$ cat config.mk
export PLATFORM = sky130hd
export DESIGN_NAME = var_clause_walker_flat
export DESIGN_NICKNAME = d
export VERILOG_FILES = /design/src/rtl/var_clause_walker_if.sv /design/src/rtl/var_clause_walker.sv /design/src/flat_wrapper.sv
export SDC_FILE = /design/constraint.sdc
export NUM_CORES = 1
export LEC_CHECK = 0
export ABC_AREA = 0
export CAP_MARGIN = 30
export CELL_PAD_IN_SITES_DETAIL_PLACEMENT = 1
export CELL_PAD_IN_SITES_GLOBAL_PLACEMENT = 2
export CORE_UTILIZATION = 35
export CTS_CLUSTER_SIZE = 12
export DETAILED_ROUTE_END_ITERATION = 8
export HOLD_SLACK_MARGIN = 0.02
export PLACE_DENSITY_LB_ADDON = 0.08
export SETUP_SLACK_MARGIN = 0.02
export SLEW_MARGIN = 20
export SYNTH_ARGS = -nofsm -noshare
export SYNTH_HDL_FRONTEND = slang
export SYNTH_SLANG_ARGS = --single-unit
$ cat constraint.sdc
create_clock -name clock -period 5.5 [get_ports clock]
set_input_delay 1.1 -clock clock [delete_from_list [all_inputs] [get_ports clock]]
set_output_delay 1.1 -clock clock [all_outputs]
set_load 0.1 [all_outputs]
$ cat src/rtl/var_clause_walker_if.sv
// rtl/var_clause_walker_if.sv - request, table, index-stream and completion signals of the clause walker
`ifndef MAX_VAR_BITS
`define MAX_VAR_BITS 16
`endif
`ifndef CLAUSE_TABLE_BITS
`define CLAUSE_TABLE_BITS 16
`endif

interface var_clause_walker_if #(
    parameter int VAR_BITS = `MAX_VAR_BITS,
    parameter int CT_BITS  = `CLAUSE_TABLE_BITS
);
    logic                req_valid;
    logic [VAR_BITS-1:0] req_var;
    logic                req_ready;

    logic                tbl_read;
    logic [VAR_BITS-1:0] tbl_var;
    logic [CT_BITS-1:0]  tbl_start;
    logic [CT_BITS-1:0]  tbl_end;

    logic                idx_valid;
    logic [CT_BITS-1:0]  idx_out;
    logic                idx_ready;

    logic                abort;

    logic                done_valid;
    logic [CT_BITS-1:0]  done_count;
    logic                done_err;
    logic                done_aborted;

    // master: controller, table and fetch unit side; slave: the walker
    modport master (
        output req_valid, req_var, tbl_start, tbl_end, idx_ready, abort,
        input  req_ready, tbl_read, tbl_var, idx_valid, idx_out,
               done_valid, done_count, done_err, done_aborted
    );

    modport slave (
        input  req_valid, req_var, tbl_start, tbl_end, idx_ready, abort,
        output req_ready, tbl_read, tbl_var, idx_valid, idx_out,
               done_valid, done_count, done_err, done_aborted
    );
endinterface

$ cat src/rtl/var_clause_walker.sv
// rtl/var_clause_walker.sv - looks up a variable's clause range and streams every clause index in it
`ifndef MAX_VAR_BITS
`define MAX_VAR_BITS 16
`endif
`ifndef CLAUSE_TABLE_BITS
`define CLAUSE_TABLE_BITS 16
`endif

module var_clause_walker #(
    parameter int VAR_BITS = `MAX_VAR_BITS,
    parameter int CT_BITS  = `CLAUSE_TABLE_BITS
) (
    input logic                  clock,
    input logic                  reset,
    var_clause_walker_if.slave   bus
);
    typedef enum logic [1:0] {
        IDLE   = 2'd0,
        LOOKUP = 2'd1,
        WALK   = 2'd2,
        DONE   = 2'd3
    } state_t;

    localparam logic [CT_BITS-1:0] CT_ONE = {{(CT_BITS-1){1'b0}}, 1'b1};

    state_t              state;
    state_t              state_nx;

    logic [CT_BITS-1:0]  cur;
    logic [CT_BITS-1:0]  end_r;
    logic [CT_BITS-1:0]  count;
    logic [CT_BITS-1:0]  cur_nx;
    logic [CT_BITS-1:0]  count_nx;

    logic                accept;
    logic                handshake;
    logic                last_beat;
    logic                err_nx;
    logic                aborted_nx;

    logic                req_ready_d;
    logic                tbl_read_d;
    logic [VAR_BITS-1:0] tbl_var_d;
    logic                idx_valid_d;
    logic [CT_BITS-1:0]  idx_out_d;
    logic                done_valid_d;
    logic [CT_BITS-1:0]  done_count_d;
    logic                done_err_d;
    logic                done_aborted_d;

    // req_ready is only ever high in IDLE, so it doubles as the state qualifier
    assign accept    = bus.req_valid && bus.req_ready;
    assign handshake = bus.idx_valid && bus.idx_ready;
    assign last_beat = (cur + CT_ONE) == end_r;

    always_ff @(posedge clock or posedge reset) begin
        if (reset) begin
            state <= IDLE;
        end else begin
            state <= state_nx;
        end
    end

    always_comb begin
        state_nx   = state;
        err_nx     = 1'b0;
        aborted_nx = 1'b0;
        case (state)
            IDLE: begin
                if (accept) begin
                    state_nx = LOOKUP;
                end
            end
            LOOKUP: begin
                if (bus.abort) begin
                    state_nx   = DONE;
                    aborted_nx = 1'b1;
                end else if (bus.tbl_end > bus.tbl_start) begin
                    state_nx = WALK;
                end else begin
                    state_nx = DONE;
                    err_nx   = bus.tbl_end < bus.tbl_start;
                end
            end
            WALK: begin
                if (bus.abort) begin
                    state_nx   = DONE;
                    aborted_nx = 1'b1;
                end else if (handshake && last_beat) begin
                    state_nx = DONE;
                end
            end
            DONE: begin
                state_nx = IDLE;
            end
            default: begin
                state_nx = IDLE;
            end
        endcase
    end

    // A handshake coinciding with abort still advances cur/count
    always_comb begin
        cur_nx   = cur;
        count_nx = count;
        if (state == LOOKUP) begin
            cur_nx   = bus.tbl_start;
            count_nx = '0;
        end else if (state == WALK && handshake) begin
            cur_nx   = cur + CT_ONE;
            count_nx = count + CT_ONE;
        end
    end

    always_ff @(posedge clock or posedge reset) begin
        if (reset) begin
            cur   <= '0;
            end_r <= '0;
            count <= '0;
        end else begin
            cur   <= cur_nx;
            count <= count_nx;
            if (state == LOOKUP) begin
                end_r <= bus.tbl_end;
            end
        end
    end

    // Outputs are registered from the next state so each one is a clean Moore output
    always_comb begin
        req_ready_d    = (state_nx == IDLE);
        tbl_read_d     = (state_nx == LOOKUP);
        tbl_var_d      = (state_nx == LOOKUP) ? bus.req_var : '0;
        idx_valid_d    = (state_nx == WALK);
        idx_out_d      = (state_nx == WALK) ? cur_nx : '0;
        done_valid_d   = (state_nx == DONE);
        done_count_d   = (state_nx == DONE) ? count_nx : '0;
        done_err_d     = err_nx;
        done_aborted_d = aborted_nx;
    end

    always_ff @(posedge clock or posedge reset) begin
        if (reset) begin
            bus.req_ready    <= 1'b0;
            bus.tbl_read     <= 1'b0;
            bus.tbl_var      <= '0;
            bus.idx_valid    <= 1'b0;
            bus.idx_out      <= '0;
            bus.done_valid   <= 1'b0;
            bus.done_count   <= '0;
            bus.done_err     <= 1'b0;
            bus.done_aborted <= 1'b0;
        end else begin
            bus.req_ready    <= req_ready_d;
            bus.tbl_read     <= tbl_read_d;
            bus.tbl_var      <= tbl_var_d;
            bus.idx_valid    <= idx_valid_d;
            bus.idx_out      <= idx_out_d;
            bus.done_valid   <= done_valid_d;
            bus.done_count   <= done_count_d;
            bus.done_err     <= done_err_d;
            bus.done_aborted <= done_aborted_d;
        end
    end
endmodule

$ cat src/flat_wrapper.sv
// flat-port wrapper written by rule: the top's interface ports become plain ports
module var_clause_walker_flat 
#(
    parameter int VAR_BITS = `MAX_VAR_BITS,
    parameter int CT_BITS  = `CLAUSE_TABLE_BITS
)
  (clock, reset, bus_req_valid, bus_req_var, bus_tbl_start, bus_tbl_end, bus_idx_ready, bus_abort, bus_req_ready, bus_tbl_read, bus_tbl_var, bus_idx_valid, bus_idx_out, bus_done_valid, bus_done_count, bus_done_err, bus_done_aborted);
  var_clause_walker_if #(.VAR_BITS(VAR_BITS), .CT_BITS(CT_BITS)) bus_i ();
  input logic clock;
  input logic reset;
  input wire logic [$bits(bus_i.req_valid)-1:0] bus_req_valid;
  input wire logic [$bits(bus_i.req_var)-1:0] bus_req_var;
  input wire logic [$bits(bus_i.tbl_start)-1:0] bus_tbl_start;
  input wire logic [$bits(bus_i.tbl_end)-1:0] bus_tbl_end;
  input wire logic [$bits(bus_i.idx_ready)-1:0] bus_idx_ready;
  input wire logic [$bits(bus_i.abort)-1:0] bus_abort;
  output wire logic [$bits(bus_i.req_ready)-1:0] bus_req_ready;
  output wire logic [$bits(bus_i.tbl_read)-1:0] bus_tbl_read;
  output wire logic [$bits(bus_i.tbl_var)-1:0] bus_tbl_var;
  output wire logic [$bits(bus_i.idx_valid)-1:0] bus_idx_valid;
  output wire logic [$bits(bus_i.idx_out)-1:0] bus_idx_out;
  output wire logic [$bits(bus_i.done_valid)-1:0] bus_done_valid;
  output wire logic [$bits(bus_i.done_count)-1:0] bus_done_count;
  output wire logic [$bits(bus_i.done_err)-1:0] bus_done_err;
  output wire logic [$bits(bus_i.done_aborted)-1:0] bus_done_aborted;
  assign bus_i.req_valid = bus_req_valid;
  assign bus_i.req_var = bus_req_var;
  assign bus_i.tbl_start = bus_tbl_start;
  assign bus_i.tbl_end = bus_tbl_end;
  assign bus_i.idx_ready = bus_idx_ready;
  assign bus_i.abort = bus_abort;
  assign bus_req_ready = bus_i.req_ready;
  assign bus_tbl_read = bus_i.tbl_read;
  assign bus_tbl_var = bus_i.tbl_var;
  assign bus_idx_valid = bus_i.idx_valid;
  assign bus_idx_out = bus_i.idx_out;
  assign bus_done_valid = bus_i.done_valid;
  assign bus_done_count = bus_i.done_count;
  assign bus_done_err = bus_i.done_err;
  assign bus_done_aborted = bus_i.done_aborted;
  var_clause_walker #(.VAR_BITS(VAR_BITS), .CT_BITS(CT_BITS)) u_core (.clock(clock), .reset(reset), .bus(bus_i));
endmodule
* Yosys cells after proc, flatten, opt, wreduce, memory -nomap -nowiden
Cells that the tools add are included.
Word-level totals: output and inout bits 54, bits of input ports 53, register bits after elaboration 104, logic and storage cells 49
Operators by class: multiplexer cells 18, reductions and logical operators 7, equality and inequality tests 7, $add $sub $neg 2, order comparisons 2
Operator list (number):
- $mux W16 | 7
- $add A16 B1 Y16 const B | 2
- $eq A16 B16 Y1 | 1
- $gt A16 B16 Y1 | 1
- $lt A16 B16 Y1 | 1
- $eq A2 B2 Y1 const B | 4
- $mux W2 | 4
- $pmux W2 S4 | 1
- $mux W1 | 6
- $eq A2 B1 Y1 const B | 2
- $logic_and A1 B1 Y1 | 4
- $logic_not A2 Y1 | 2
- $reduce_or A2 Y1 | 1

* Logic depth before layout (Yosys ltp)
Gate-level depths: netlist of run 1.
word-level depth 8, gate-level depth with buffers 11, depth with buffers taken out 9

* Worst setup path before layout of run 1
No wires, ideal clock.
kind input to register, start point input port bus_tbl_start[14], end point register u_core.bus.tbl_var[10], path buffers 2, library setup time 144 ps, required time 5356 ps, arrival 3117 ps, stages on the path 10, slack 2239 ps, cells stage by stage inv_1 ha_1 nand3_1 or4_1 o221a_1 o41ai_2 o31a_1 buf_6 buf_6 nor3b_2
On the way: longest elaborated chain between the ends 6
RTL lines:
- from (decl) | RTL line flat_wrapper.sv:13 | input wire logic [$bits(bus_i.tbl_start)-1:0] bus_tbl_start;
- $gt A16 B16 Y1 | RTL line var_clause_walker.sv:78 | end else if (bus.tbl_end > bus.tbl_start) begin
- $mux W1 | RTL line var_clause_walker.sv:78
- $mux W2 | RTL line var_clause_walker.sv:75 | if (bus.abort) begin
- $pmux W2 S4 | RTL line var_clause_walker.sv:68 | case (state)
- $eq A2 B1 Y1 | RTL line var_clause_walker.sv:133 | tbl_var_d = (state_nx == LOOKUP) ? bus.req_var : '0;
- $mux W16 | RTL line var_clause_walker.sv:133
- net u_core.tbl_var_d[10] | RTL line var_clause_walker.sv:43 | logic [VAR_BITS-1:0] tbl_var_d;
- to (signal assigned) | RTL line var_clause_walker.sv:156 | bus.tbl_var <= tbl_var_d;
- to (decl) | RTL line var_clause_walker_if.sv:42 | output req_ready, tbl_read, tbl_var, idx_valid, idx_out,
The timed path passes the listed nets, and every way through them passes these cells. A chain may end at the register's enable or synchronous reset.

* Worst setup path after layout of run 1
start point input port bus_tbl_start[15], end point register u_core.bus.idx_out[9]
On the way: longest elaborated chain between the ends 6
RTL lines:
- $gt A16 B16 Y1 | RTL line var_clause_walker.sv:78
- $mux W1 | RTL line var_clause_walker.sv:78
- $mux W2 | RTL line var_clause_walker.sv:75
- $pmux W2 S4 | RTL line var_clause_walker.sv:68
- $eq A2 B2 Y1 | RTL line var_clause_walker.sv:135 | idx_out_d = (state_nx == WALK) ? cur_nx : '0;
- $mux W16 | RTL line var_clause_walker.sv:135
- net u_core.idx_out_d[9] | RTL line var_clause_walker.sv:45 | logic [CT_BITS-1:0] idx_out_d;
- to (signal assigned) | RTL line var_clause_walker.sv:158 | bus.idx_out <= idx_out_d;
- to (decl) | RTL line var_clause_walker_if.sv:42
The timed path passes the listed nets, and every way through them passes these cells.

==> key figures, run 1 <==
Timing
  • Final Max Tran Viols: 0
  • # setup viols final: 0
  • Fmax: 0.241 GHz
  • Setup Total Neg Slack: 0 ns
  • Tmin final: 4.16 ns
  • RSZ-0062 raised after global routing: false
  • Slew @ Worst Pin: 1.04 ns
  • Hold Fails Final Rpt: 0
  • Final Cycle Share: 75.6%
  • Worst clock skew: 0.00793 ns
  • Max_slew headroom: 30.3%

Critical path
  • Crit-path max FO: 28
  • Flop2flop setup slack: 2.45 ns
  • Reg2Reg Depth: 9
  • Arrival @ worst endpoint: 4.44 ns
  • Reg-to-reg endpoint: u_core.bus.idx_out[9]
  • Worst setup EP type: register
  • Startpoint Class: input port
  • Crit path kind: input port to register
  • Critical Path RT: 5.79 ns
  • FF-to-FF Start: u_core.cur[0]

Routing
  • Routed Antenna Nets: 0
  • Post-Route WL: 13400 um
  • Wire per inst: 17.2 um
  • DR pass1 iterations: 4
  • 1st-iter DRT viols: 179
  • DR vias/cell: 5.04
  • Residual DRC: 0
  • Via Count: 3929

Global routing
  • Gr usage total: 19.0%
  • Pin count of the biggest net entering global routing: 67
  • Vias in the first global route: 4160
  • First-pass GRT wire length: 21800 um
  • Antenna violations before repair: 0
  • Remaining global-route overflow: 0

Clock network
  • CTS tree: yes
  • CTS Buffer Depth: 2
  • CTS sink count: 104
  • Clock Pin Slew Worst Setup and Hold Paths: 0.07 ns
  • Number of setup buffers added after CTS: 0
  • # H-tree levels: 3
  • Clk_lat worst skew: 0.35 ns
  • Cts bufs inserted: 9
  • Post-CTS sizing: 0
  • CTS root buf: clkbuf_16
  • Cts-stage hold buffer count: 0

Power
  • Peak VDD IR: 0.000220 V
  • PD cells: 595 nW/um^2
  • Leak: 2.86 nW

Yosys
  • Asr flop ratio synth: 100%
  • Synth cell types: 49
  • Syn nets: 570
  • Gate Count Post-Synth: 496
  • Mean Syn Cell Area: 10.4 um^2
  • Yosys warning total: 0
  • Top_reg_cell synth: dfrtp_1
  • Mapped Area: 5170 um^2
  • Post-synth EDFFs: 0
  • Sequential share of the synthesized area: 50.4%
  • Synth Register Bits: 104

Floorplanning
  • Starting Density: 35.7%
  • Die ar.: 15300 um^2
  • Row count: 44
  • # IOs: 107
  • Die height: 124 um
  • Core area: 14500 um^2
  • Chip width: 124 um

Min path
  • Hold path depth: 1
  • Hold EP: u_core.end_r[0]
  • Type of the most critical hold path: register to register
  • Hold path start: u_core.end_r[0]

Flow run
  • Max Cap Viol: 0

Placed design
  • Routability Congestion: 0.791
  • Final HPWL DP: 9530 um
  • Port bufs: 106

Cells and area
  • Util after Layout: 46.0%
  • Most common cell after layout, fill and taps aside: clkdlybuf4s50_1
  • Layout area overhead: 28.8%
  • Most frequent cells in the layout: 106 x clkdlybuf4s50_1, 104 x dfrtp_1, 57 x nand2_1
  • Proportion of layout cells with a drive suffix above 1: 9.92%
  • Nets: 664
  • N_diodes: 0

Outcome
  • Status: completed
==> worst max-delay path, cell delays in order <==
cell and delay (ns):
clkdlybuf4s50_1 0.53, inv_1 0.06, ha_1 0.30, nand3_1 0.11, or4_1 0.58, o221a_1 0.32, o41ai_2 0.33, o31a_2 0.64
buf_12 0.27, and3_1 0.18
==> power breakdown <==
part | total (mW) | leakage, nW | internal [mW] | switching (mW)
sequential | 1.21 | 1.37 | 0.997 | 0.216
combinational | 2.13 | 1.35 | 0.659 | 1.47
clock | 0.618 | 0.140 | 0.324 | 0.294
==> metrics by stage <==
stage / area, um^2 / hold WS (ns) / total power, mW / setup WS [ns] / instances
global route: 6660 / 0.552 / 4.22 / 1.19 / 779
detailed placement: 6370 / 0.521 / 3.38 / 0.989 / 763
global placement: 6350 / 0.510 / 3.31 / 1.12 / 762
finish: 6660 / 0.534 / 3.96 / 1.34 / 779
floorplan: 5170 / 0.501 / 2.85 / 1.67 / 496
CTS: 6660 / 0.538 / 4.02 / 1.35 / 779
==> sequential cells by signal, summed over array words and instances, names as in the netlist, 2 cells and up <==
signal,flops
u_core.bus.done_count,16
u_core.bus.idx_out,16
u_core.bus.tbl_var,16
u_core.count,16
u_core.cur,16
u_core.end_r,16
u_core.state,2
==> layout make-up <==
cell class / count / area, um^2
fill: 1605 / 7820
sequential: 104 / 2600
multi-input combinational: 341 / 2330
timing repair buffer: 111 / 1120
clock buffer: 11 / 243
tap: 184 / 230
inverter: 23 / 88.8
clock inverter: 5 / 40.0
==> worst max-delay path by stage <==
stage                                   end              start
floorplan           u_core.bus.done_aborted              reset
global placement     u_core.bus.tbl_var[15]  bus_tbl_start[15]
detailed placement    u_core.bus.idx_out[9]  bus_tbl_start[15]
CTS                   u_core.bus.idx_out[9]  bus_tbl_start[15]
global route           u_core.bus.req_ready  bus_tbl_start[15]
finish                u_core.bus.idx_out[9]  bus_tbl_start[15]
==> metal layers <==
layer	GRT usage, %	part of all wire (%)
met5	0	0
met4	8.36	2.2
met3	3.18	4.9
met2	28.0	43
met1	27.3	50
==> cells in the mapped netlist (2+ instances only) <==
| master | n | area (um^2) |
|---|---|---|
| and3_1 | 21 | 131 |
| nor3b_2 | 12 | 150 |
| nand3_1 | 13 | 65.1 |
| xnor2_1 | 25 | 219 |
| ha_1 | 21 | 263 |
| a211oi_1 | 2 | 15.0 |
| nor2_1 | 42 | 158 |
| clkbuf_1 | 15 | 56.3 |
| buf_1 | 2 | 7.51 |
| dfrtp_1 | 104 | 2600 |
| nor3_1 | 9 | 45.0 |
| xor2_1 | 22 | 193 |
| nor4_1 | 4 | 25.0 |
| nand4_1 | 13 | 81.3 |
| a21o_1 | 2 | 15.0 |
| nand2_1 | 57 | 214 |
| a21oi_1 | 17 | 85.1 |
| buf_6 | 5 | 56.3 |
| inv_1 | 23 | 86.3 |
| and4_1 | 5 | 43.8 |
| or3_1 | 4 | 25.0 |
| mux2_2 | 16 | 180 |
| nor3b_1 | 5 | 37.5 |
| buf_4 | 3 | 22.5 |
| buf_2 | 3 | 15.0 |
| o21ai_0 | 22 | 110 |
| and2_1 | 2 | 12.5 |
| nor2b_1 | 4 | 25.0 |
| o21a_1 | 3 | 22.5 |
==> cells by family after synthesis <==
family,count (synthesis),synth area share (%)
AO/OA/AOI/OAI,57,6.95
XOR/XNOR,47,7.96
adder cells (fa/ha/maj),21,5.08
buffers and inverters,51,4.72
flip-flops,104,50.4
multiplexers,17,3.68
AND/OR/NAND/NOR,199,21.3
Note: power is estimated with default switching activity, not from simulation.
==> run 2: changes to the inputs <==
CORE_UTILIZATION = 29   (was 35)
clock period = 3.4 ns   (was 5.5 ns; I/O delays follow)
==> run 2 against run 1 <==
Compared with the run above: first-iteration DRC count fell by 22%; clock power rose by 62%; largest power group unchanged; wire length rose by 6.6%; clock skew rose by 0.0018 ns; cell count rose by 7.3%; critical path depth did not move; worst hold slack improved by 0.0063 ns; sequential share of layout area fell by 0.81 points; sequential power rose by 61%; combinational power rose by 67%; count of clock-buffer cells in the layout did not move; largest cell class unchanged.
==> key figures, run 2 (synthesized netlist as in run 1, its figures left out) <==
Placed design
  • Port bufs: 106 (unchanged)
  • Routability Congestion: 0.778 (-1.5%)
  • Placement Cell Area: 6490 um^2 (+1.8%)
  • Placed Cells: 820 (+7.5%)
  • Final HPWL DP: 10200 um (+6.6%)

Timing
  • Fmax: 0.310 GHz
  • Setup Total Neg Slack: 0 ns (unchanged)
  • Worst clock skew: 0.00969 ns (+0.00176 ns)
  • Final Max Tran Viols: 0 (unchanged)
  • # setup viols final: 0 (unchanged)
  • Hold Fails Final Rpt: 0 (unchanged)
  • Tmin final: 3.23 ns
  • Slew @ Worst Pin: 0.985 ns (-0.0568 ns)
  • RSZ-0062 raised after global routing: false
  • Max_slew headroom: 34.1% (+3.8 points)
  • Final Cycle Share: 94.9%

Clock network
  • Clock Pin Slew Worst Setup and Hold Paths: 0.07 ns (about the same)
  • # H-tree levels: 3 (unchanged)
  • CTS tree: yes
  • Clk_lat worst skew: 0.35 ns (about the same)
  • CTS sink count: 104 (unchanged)
  • Number of setup buffers added after CTS: 0 (unchanged)
  • CTS root buf: clkbuf_16
  • CTS Buffer Depth: 2 (unchanged)
  • Cts bufs inserted: 9 (unchanged)
  • Cts-stage hold buffer count: 0 (unchanged)

Routing
  • Via Count: 3970 (+1.0%)
  • Wire per inst: 17.1 um (-0.64%)
  • DR pass1 iterations: 4 (unchanged)
  • 1st-iter DRT viols: 140 (-22%)
  • Routed Antenna Nets: 0 (unchanged)
  • Post-Route WL: 14300 um (+6.6%)
  • Residual DRC: 0 (unchanged)
  • DR vias/cell: 4.75 (-5.8%)

Power
  • Tot Pwr: 6.50 mW (+64%)
  • Leak: 3.00 nW (+4.8%)
  • PD cells: 956 nW/um^2 (+61%)
  • Peak VDD IR: 0.000727 V (+230%)

Floorplanning
  • # IOs: 107 (unchanged)
  • Starting Density: 29.8% (-5.9 points)
  • Row count: 48 (+9.1%)
  • Die height: 136 um (+9.7%)
  • Die ar.: 18400 um^2 (+20%)
  • Chip width: 136 um (+9.7%)
  • Core area: 17400 um^2 (+20%)

Critical path
  • Arrival @ worst endpoint: 3.50 ns (-0.94 ns)
  • Crit-path max FO: 24 (-14%)
  • Critical Path, Cell by Cell: clkdlybuf4s50_1, inv_1, ha_1, nand3_1, or4_4, o221a_1, o41ai_2, o31a_2, buf_12, and3_1
  • Crit-path max cell delay: 0.55 ns (-0.09 ns)
  • CP max stage cell: or4_4
  • Reg-to-reg endpoint: u_core.bus.idx_out[14]
  • Reg2Reg Depth: 9 (unchanged)
  • Startpoint Class: input port
  • Flop2flop setup slack: 0.63 ns (-1.82 ns)
  • Crit path to: u_core.bus.idx_out[14]
  • Critical Path RT: 3.68 ns (-2.11 ns)
  • FF-to-FF Start: u_core.cur[0]
  • Crit. Startpoint: bus_tbl_start[14]
  • Crit path kind: input port to register
  • Worst setup EP type: register

Cells and area
  • Nets: 680 (+2.4%)
  • Layout Cells excl Fill: 836 (+7.3%)
  • Layout area overhead: 31.5%
  • Proportion of layout cells with a drive suffix above 1: 18.2% (+8.3 points)
  • Post-route cell area: 6800 um^2 (+2.1%)
  • Fill cells: 1931 (+20%)
  • Most frequent cells in the layout: 104 x dfrtp_1, 75 x clkdlybuf4s50_1, 57 x nand2_1
  • Most common cell after layout, fill and taps aside: dfrtp_1
  • N_diodes: 0 (unchanged)

Global routing
  • Vias in the first global route: 4240 (+1.9%)
  • Antenna violations before repair: 0 (unchanged)
  • Pin count of the biggest net entering global routing: 105 (+57%)
  • Remaining global-route overflow: 0 (unchanged)
  • Gr usage total: 16.4% (-2.7 points)
  • First-pass GRT wire length: 23000 um (+5.3%)

Flow run
  • Max Cap Viol: 0 (unchanged)

Min path
  • Type of the most critical hold path: register to register

Outcome
  • Status: completed
[run 2: changes by cell type in the layout (fill, tap and decap cells not counted), moves of 2 or more]
| cell | before | now |
|---|---|---|
| buf_4 | 3 | 49 |
| clkdlybuf4s50_1 | 106 | 75 |
| clkinvlp_4 | 0 | 3 |
| nor3b_1 | 5 | 2 |
| nor3b_2 | 12 | 15 |
| inv_6 | 2 | 0 |
[run 2: stage by stage]
stage | hold slack (ns) | setup slack [ns] | util, %
2_1_floorplan | 0.501 | 0.559 | -
3_3_place_gp | 0.512 | -0.237 | 37.3
3_5_place_dp | 0.526 | -0.235 | 37.4
4_1_cts | 0.542 | 0.124 | 39.0
5_1_grt | 0.562 | 0.0191 | 39.2
6_report | 0.540 | 0.174 | 39.2
[run 2: how the worst min path moves through the flow]
| stage | from | to | slack (ns) | cells after the start |
|---|---|---|---|---|
| CTS | u_core.end_r[7] | u_core.end_r[7] | 0.54 | 1 |
| detailed placement | u_core.end_r[12] | u_core.end_r[12] | 0.53 | 1 |
| floorplan | u_core.end_r[15] | u_core.end_r[15] | 0.50 | 1 |
| global route | u_core.end_r[7] | u_core.end_r[7] | 0.56 | 1 |
| finish | u_core.end_r[7] | u_core.end_r[7] | 0.54 | 1 |
| global placement | u_core.end_r[0] | u_core.end_r[0] | 0.51 | 1 |
[run 2: area by class of cell]
type	count	area (um^2)	area share [%]
clock buffers	11	243	3.57
clock inverters	5	40.0	0.589
inverters	23	90.1	1.33
multi-input cells	341	2360	34.8
flip-flops and latches	104	2600	38.3
well taps	225	282	4.14
repair buffers	127	1180	17.3
[run 2: worst max-delay path: cells and delay by family]
kind	cells	cell delay (ns)
AO/OA/AOI/OAI	3	0.85
adder cells (fa/ha/maj)	1	0.30
buffers and inverters	3	0.81
AND/OR/NAND/NOR	3	0.84
[run 2: repair_timing]
| item | CTS | global route |
|---|---|---|
| endpoints found under the hold margin | 0 | 0 |
| setup endpoints to repair | 0 | 26 |
| gates resized for setup | 0 | 5 |
[run 2: report_power, final]
| part | leakage (nW) | switching [mW] | internal [mW] |
|---|---|---|---|
| logic | 1.50 | 2.44 | 1.11 |
| clock network | 0.134 | 0.479 | 0.523 |
| registers | 1.37 | 0.333 | 1.61 |
| total | 3.00 | 3.25 | 3.25 |
[run 2: metal layers]
layer	vias to the layer above	track usage, %	share of wire (%)
li1	1902	-	-
met1	1970	22.9	50
met2	87	25.6	45
met3	11	3.55	4.3
met4	0	3.93	1.1
met5	-	0	0
==> run 3: changes to the inputs <==
PLACE_DENSITY = 0.75   (was unset)
PLACE_DENSITY_LB_ADDON = unset   (was 0.08)
REMOVE_ABC_BUFFERS = 1   (was unset)
==> run 3 against run 2 <==
Compared with the run above: register-to-register slack worse by 0.05 ns; final area up 0.75%; worst hold slack worse by 0.0070 ns; count of clock-buffer cells in the layout decreased by 2; global-route usage down 0.54 points; power rose by 3.1%; non-clock buffer count fell by 1; clock power is 23% higher; first-iteration DRC count increased by 3.6%; fmax grew 0.71%; cell count fell by 0.12%; core utilization grew 0.30 points; highest routed layer unchanged.
==> key figures, run 3 (synthesized netlist as in run 1, its figures left out) <==
Placed design
  • Routability Congestion: 0.824 (+5.8%)
  • Placement Cell Area: 6500 um^2 (about the same)
  • Port bufs: 106 (unchanged)
  • DP Worst Slack: -0.161 ns (+0.0741 ns)
  • Final HPWL DP: 10100 um (-0.61%)

Cells and area
  • Post-route cell area: 6850 um^2 (+0.75%)
  • Most common cell after layout, fill and taps aside: dfrtp_1
  • Proportion of layout cells with a drive suffix above 1: 16.6% (-1.6 points)
  • Most frequent cells in the layout: 104 x dfrtp_1, 80 x clkdlybuf4s50_1, 57 x nand2_1
  • Nets: 679 (-0.15%)
  • Layout area overhead: 32.5%
  • N_diodes: 0 (unchanged)

Clock network
  • CTS sink count: 104 (unchanged)
  • CTS root buf: clkbuf_16
  • # H-tree levels: 3 (unchanged)
  • Post-CTS sizing: 0 (unchanged)
  • Cts-stage hold buffer count: 0 (unchanged)
  • Number of setup buffers added after CTS: 0 (unchanged)
  • CTS Buffer Depth: 2 (unchanged)
  • Cts bufs inserted: 9 (unchanged)
  • Clock Pin Slew Worst Setup and Hold Paths: 0.07 ns (about the same)
  • Clk_lat worst skew: 0.35 ns (about the same)
  • CTS tree: yes

Global routing
  • Antenna violations before repair: 0 (unchanged)
  • Gr busiest metal: met2
  • First-pass GRT wire length: 22300 um (-2.7%)
  • Gr usage total: 15.8% (-0.54 points)
  • M3 GR Usage: 2.06% (-1.5 points)
  • Vias in the first global route: 4179 (-1.4%)
  • Remaining global-route overflow: 0 (unchanged)
  • Pin count of the biggest net entering global routing: 42 (-60%)
  • Grt met2 use: 24.2% (-1.5 points)
  • Met1 usage: 22.6% (-0.26 points)

Power
  • Switching pwr: 3.23 mW (-0.71%)
  • P_int: 3.47 mW (+6.9%)
  • Clock Power Share: 18.3% (+2.9 points)
  • Peak VDD IR: 0.000575 V (-21%)
  • Combinational power share: 52.5% (-2.1 points)
  • Switching Fraction: 48.2% (-1.9 points)
  • Leak: 3.02 nW (+0.64%)
  • Reg power frac: 29.2% (-0.8 points)
  • PD cells: 978 nW/um^2 (+2.3%)

Critical path
  • Reg-to-reg endpoint: u_core.bus.tbl_var[0]
  • Reg2Reg Depth: 9 (unchanged)
  • Arrival @ worst endpoint: 3.49 ns (about the same)
  • CP max stage cell: or4_1
  • Critical Path RT: 3.69 ns (about the same)
  • Crit-path max cell delay: 0.56 ns (about the same)
  • FF-to-FF Start: u_core.cur[0]
  • Critical Path, Cell by Cell: clkdlybuf4s50_1, inv_1, ha_1, nand3_1, or4_1, o221a_1, o41ai_2, o31a_2, buf_12, and3_1
  • Crit-path max FO: 29 (+21%)
  • Crit path kind: input port to register
  • Crit. Startpoint: bus_tbl_start[14]
  • Startpoint Class: input port
  • Cell depth of the worst setup path: 10 (unchanged)
  • Worst setup EP type: register
  • Crit path to: u_core.bus.idx_out[14]
  • Flop2flop setup slack: 0.58 ns (-0.05 ns)
  • Kind of cell adding the most delay to the critical path: compound AO/OA/AOI/OAI gates
  • CP bufs+invs: 3 (unchanged)

Timing
  • Final WS setup: 0.197 ns (+0.0227 ns)
  • RSZ-0062 raised after global routing: false
  • Hold Fails Final Rpt: 0 (unchanged)
  • Worst clock skew: 0.00600 ns (-0.00369 ns)
  • Final Max Tran Viols: 0 (unchanged)
  • Fmax: 0.312 GHz (+0.71%)
  • Tmin final: 3.20 ns (-0.0227 ns)
  • # setup viols final: 0 (unchanged)
  • Slew @ Worst Pin: 1.00 ns (+0.0188 ns)
  • Max_slew headroom: 32.9% (-1.3 points)
  • Final Cycle Share: 94.2% (-0.67 points)

Floorplanning
  • Chip width: 136 um (unchanged)
  • Row count: 48 (unchanged)
  • Starting Density: 29.8% (unchanged)
  • # IOs: 107 (unchanged)
  • Core area: 17400 um^2 (unchanged)
  • Die ar.: 18400 um^2 (unchanged)
  • Die height: 136 um (unchanged)

Flow run
  • Max Cap Viol: 0 (unchanged)

Routing
  • Residual DRC: 0 (unchanged)
  • Via Count: 3960 (-0.25%)
  • 1st-iter DRT viols: 145 (+3.6%)
  • Post-Route WL: 13800 um (-3.5%)
  • Wire per inst: 16.5 um (-3.4%)
  • DR vias/cell: 4.74 (-0.13%)
  • DR pass1 iterations: 4 (unchanged)
  • Routed Antenna Nets: 0 (unchanged)

Min path
  • Hold path start: u_core.end_r[7]
  • Type of the most critical hold path: register to register

Outcome
  • Status: completed
run 3: worst min path at each step:
stage | endpoint | slack [ns] | cells past startpoint
final | u_core.end_r[7] | 0.53 | 1
after global routing | u_core.end_r[6] | 0.55 | 1
after CTS | u_core.end_r[6] | 0.53 | 1
after detailed placement | u_core.end_r[6] | 0.52 | 1
after global placement | u_core.end_r[1] | 0.51 | 1
after floorplan | u_core.end_r[15] | 0.50 | 1
run 3: layer usage:
layer	vias to the layer above	part of all wire (%)	routed length (um)
met5	-	0	0
met4	0	1.9	258
met3	15	3.7	510
met2	86	45	6220
met1	1956	49	6770
li1	1903	-	-
run 3: layout make-up:
type                    count  area (um^2)
clock buffers               9          225
clock inverters             7          126
fillers                  1912        10500
inverters                  23         88.8
multi-input cells         341         2330
flip-flops and latches    104         2600
well taps                 225          282
repair buffers            126         1200
run 3: power by group through the flow:
stage | registers (mW) | logic (mW) | clock network [mW]
final | 1.96 | 3.52 | 1.23
after global routing | 2.01 | 3.77 | 1.31
after CTS | 1.96 | 3.57 | 1.27
after detailed placement | 1.98 | 3.55 | 0
after global placement | 1.96 | 3.45 | 0
after floorplan | 3.05 | 1.35 | 0
run 3: metrics by stage:
| stage | hold slack [ns] | total power [mW] | std cells | util [%] | TNS, ns |
|---|---|---|---|---|---|
| 2_1_floorplan | 0.501 | 4.40 | 468 | - | -13.13 |
| 3_3_place_gp | 0.511 | 5.41 | 818 | 37.3 | -3.58 |
| 3_5_place_dp | 0.519 | 5.53 | 819 | 37.4 | -6.05 |
| 4_1_cts | 0.535 | 6.80 | 835 | 39.5 | 0 |
| 5_1_grt | 0.550 | 7.09 | 835 | 39.5 | 0 |
| 6_report | 0.533 | 6.70 | 835 | 39.5 | 0 |
